==> src/rtl/mv_good_seq.sv <==
// Per-board motor-voltage power-up sequencer: waits for a settle delay after
// mv_good and pwr_enable are both high before releasing the amplifiers, and latches a fault on voltage loss.
module mv_good_seq #(
  parameter int unsigned          NUM_BRD   = 2,
  parameter int unsigned          CNT_WIDTH = 24,
  parameter logic [CNT_WIDTH-1:0] DELAY_CNT = 24'd1966080
) (
  input  logic                 sysclk,
  input  logic                 reset,
  input  logic [NUM_BRD-1:0]   mv_good,
  input  logic [NUM_BRD-1:0]   pwr_enable,
  input  logic                 clear_fault,
  output logic [NUM_BRD-1:0]   mv_amp_disable,
  output logic [NUM_BRD-1:0]   mv_fault,
  output logic                 mv_fault_any,
  output logic                 mv_ready_all,
  output logic [2*NUM_BRD-1:0] mv_state
);

  typedef enum logic [1:0] {
    ST_IDLE  = 2'b00,
    ST_WAIT  = 2'b01,
    ST_ON    = 2'b10,
    ST_FAULT = 2'b11
  } state_t;

  // WAIT is entered with the counter at 0, so ON is reached DELAY_CNT edges after entry
  localparam logic [CNT_WIDTH-1:0] LAST_CNT = DELAY_CNT - 1'b1;

  genvar i;
  generate
    for (i = 0; i < NUM_BRD; i++) begin : g_brd
      state_t               state_q, state_d;
      logic [CNT_WIDTH-1:0] cnt_q, cnt_d;

      always_ff @(posedge sysclk or posedge reset) begin
        if (reset) begin
          state_q <= ST_IDLE;
          cnt_q   <= '0;
        end else begin
          state_q <= state_d;
          cnt_q   <= cnt_d;
        end
      end

      // The counter only advances while in WAIT; every other path forces it back to 0
      always_comb begin
        state_d = state_q;
        cnt_d   = '0;
        unique case (state_q)
          ST_IDLE: begin
            if (mv_good[i] && pwr_enable[i]) state_d = ST_WAIT;
          end
          ST_WAIT: begin
            if (!mv_good[i] || !pwr_enable[i]) state_d = ST_IDLE;
            else if (cnt_q == LAST_CNT)        state_d = ST_ON;
            else                               cnt_d   = cnt_q + 1'b1;
          end
          ST_ON: begin
            if (!pwr_enable[i])  state_d = ST_IDLE;
            else if (!mv_good[i]) state_d = ST_FAULT;
          end
          ST_FAULT: begin
            if (clear_fault) state_d = ST_IDLE;
          end
          default: state_d = ST_IDLE;
        endcase
      end

      assign mv_state[2*i +: 2]  = state_q;
      assign mv_amp_disable[i]   = (state_q != ST_ON);
      assign mv_fault[i]         = (state_q == ST_FAULT);
    end
  endgenerate

  assign mv_fault_any = |mv_fault;
  assign mv_ready_all = ~|mv_amp_disable;

endmodule

==> config.mk <==
export PLATFORM = sky130hd
export DESIGN_NAME = mv_good_seq
export DESIGN_NICKNAME = d
export VERILOG_FILES = /design/src/rtl/mv_good_seq.sv
export SDC_FILE = /design/constraint.sdc
export NUM_CORES = 1
export LEC_CHECK = 0
export CAP_MARGIN = 20
export CORE_ASPECT_RATIO = 1.1
export CORE_MARGIN = 3
export CORE_UTILIZATION = 63
export DETAILED_ROUTE_END_ITERATION = 8
export DONT_BUFFER_PORTS = 1
export PLACE_DENSITY = 0.79
export SETUP_SLACK_MARGIN = 0.15
export SYNTH_ARGS = -nofsm -noshare
export SYNTH_HDL_FRONTEND = slang
export SYNTH_SLANG_ARGS = --single-unit
==> constraint.sdc <==
create_clock -name sysclk -period 2.2 [get_ports sysclk]
set_input_delay 0.33 -clock sysclk [delete_from_list [all_inputs] [get_ports sysclk]]
set_output_delay 0.33 -clock sysclk [all_outputs]
set_load 0.05 [all_outputs]
==> impl_metrics.ini <==
[status]
outcome = completed

[layout]
drive_above_1_share_pct = 13.56
area_delta_synth_final_pct = 12.98
final_nets = 325
antennaDiodeCount = 0

[pwr]
power_mw = 1.664
cellPowerDensity_nw_per_um2 = 537.9
p_leak_nw = 1.215
ir_worst_vdd_v = 0.0004734

[sta]
tns_ps = 0
rsz0062_at_grt = false
relSlewSlack_pct = 69.20
fin_worst_skew_ps = 9.025
setup_viol = 0
min_period_over_period_pct = 89.42
period_needed_ps = 1967
slew_violations = 0
max_slew.worst_pin.slew_ps = 460.9
fmax_mhz = 508.3
whs_ps = 161.4
hold_violations = 0

[worst_hold_path]
min_path_type = in -> reg

[placed_design]
gp_congestion = 0.8278
portBuffers = 0
place_hpwl_mm = 3.820

[synth]
async_flop_share_pct = 100.0
avgSynthCellArea_um2 = 9.375
seq_area_frac_synth_pct = 47.53
netlist_area_um2 = 2738
ys_warn_count = 0
synth_flop_cell = dfrtp_1
ys_types = 45
syn_nets = 301
ys_ff_latch = 52
synth_edf_count = 0
netlist_instances = 292

[worst_setup_path]
required_ps = 2430
critPathKind = reg -> reg
cp_max_fo = 10
cp.arrival_ps = 2200
cp-start-kind = flip-flop
crit_path_end_kind = flip-flop

[clock_tree]
clockRootBuffer = clkbuf_8
h-tree-depth = 2
cts_tree = yes
clk_latency_ps = 300
clk_pin_slew_ps = 80
cts.sinks = 52
clock_path_buffers = 2
cts_buffers = 5

[floorplanning]
num_io_pins = 17
start_util_pct = 67.03
die-area_um2 = 5173
core_area_um2 = 4084
dieWidth_um = 68.85
die-height_um = 75.14
num_rows = 24

[route]
wl_mm = 5.381
drt_pre_antenna_iters = 4
vias_per_cell = 6.119
drtIter0Drc = 113
routed-via-count = 2258
drc_errors = 0
ant_nets = 0
wire_per_inst_um = 14.58

[flow_run]
drv_cap = 0

[global_route]
grt_pass1_vias = 2156
grt_max_degree = 39
antenna_found_initial = 0
grt_pass1_wl_mm = 9.018
grt_overflow = 0
track_usage_pct = 22.76
cell usage in the layout (no fill, tap or decap), types with 2 or more instances in the layout:
master    netlist  routed
a21o_1          2       2
a21oi_1        17      17
a31oi_1         2       2
and3_1          7       7
and4_1          3       3
buf_12          0       2
buf_4           0      21
clkbuf_8        0       5
dfrtp_1        52      51
inv_1          11      10
nand2_1        28      28
nand3_1        17      17
nand3b_1        2       2
nand4_1        13      13
nor2_1         34      33
nor3_1          4       4
nor4_1          7       7
o21ai_0         9       9
o31ai_1         7       7
o41ai_1         2       2
or3_1          10       9
or4_1           6       5
or4_4           2       3
or4b_1          4       4
xnor2_1        12      12
xor2_1         14      14
final timing paths:
path / slack [ps] / cells past startpoint / endpoint / startpoint
setup / recovery: 230 / 4 / g_brd[1].cnt_q[23]$_DFF_PP0_ / g_brd[1].cnt_q[5]$_DFF_PP0_
hold / removal: 160 / 2 / g_brd[1].state_q[0]$_DFFE_PP0P_ / pwr_enable[1]
setup reg to reg: 230 / 4 / g_brd[1].cnt_q[23]$_DFF_PP0_ / g_brd[1].cnt_q[5]$_DFF_PP0_
hold reg to reg: 470 / 1 / g_brd[1].cnt_q[0]$_DFF_PP0_ / g_brd[1].cnt_q[0]$_DFF_PP0_
max in group asynchronous: 1240 / 3 / g_brd[1].cnt_q[2]$_DFF_PP0_ / reset
min in group asynchronous: 430 / 2 / g_brd[0].cnt_q[15]$_DFF_PP0_ / reset
metrics by stage:
stage / utilization [%] / instance area, um^2 / cells / setup WS, ps
final: 75.74 / 3093 / 369 / 232.7
after floorplan: - / 2740 / 292 / 152.9
after detailed placement: 71.81 / 2933 / 356 / 185.6
after CTS: 74.69 / 3050 / 365 / 163.7
after global placement: 71.81 / 2933 / 356 / 223.1
after global routing: 75.74 / 3093 / 369 / 140.3
cell type report:
type / count / area (um^2)
inverter: 11 / 41.29
sequential: 52 / 1303
multi-input combinational: 222 / 1369
clock inverter: 2 / 35.03
tap: 52 / 65.06
timing repair buffer: 24 / 207.7
fill: 297 / 991.0
clock buffer: 6 / 72.57
registers in the layout, summed over array words and instances, names as in the netlist:
signal,flops
g_brd.state_q,4
g_brd.cnt_q,48
logic make-up after synthesis:
kind of cell | Yosys count | synth area share [%]
compound gates | 48 | 11.43
xor+xnor | 26 | 8.318
fa+ha+maj | 2 | 0.9139
buf+inv | 18 | 2.970
flops | 52 | 47.53
simple gates | 146 | 28.84
where the power goes:
part	switching (mW)	internal, mW
combinational	0.0455	0.0195
clock	0.298	0.338
sequential	0.00371	0.959
per-layer routing:
metal  GRT usage [%]  vias to the layer above  share of wire, %
met5               0                        -                 0
met4           8.225                        0               1.6
met3           3.881                        8               2.0
met2           40.47                       28                53
met1           27.44                     1108                44
li1                -                     1114                 -
synthesized netlist by cell type, types with 4 or more instances:
master	n	area, um^2
o21ai_0	9	45.04
inv_1	11	41.29
and3_1	7	43.79
xnor2_1	12	105.1
buf_2	5	25.02
nand3_1	17	85.08
o31ai_1	7	52.55
nor4_1	7	43.79
nor3_1	4	20.02
or3_1	10	62.56
nand2_1	28	105.1
a21oi_1	17	85.08
or4_1	6	45.04
nand4_1	13	81.33
or4b_1	4	40.04
nor2_1	34	127.6
xor2_1	14	122.6
dfrtp_1	52	1301
critical path, stage by stage (launching register included):
cell and delay, ps:
dfrtp_1 430, nand4_2 190, or4_4 630, or4b_1 490
a21oi_1 150
timing repair:
| action | CTS | global route |
|---|---|---|
| endpoints found under the hold margin | 14 | 0 |
| setup buffers | 0 | 4 |
| resized for setup | 0 | 4 |
| setup endpoints to repair | 0 | 38 |
| hold buffers | 1 | 0 |
Power figures use the tool's default switching activity.
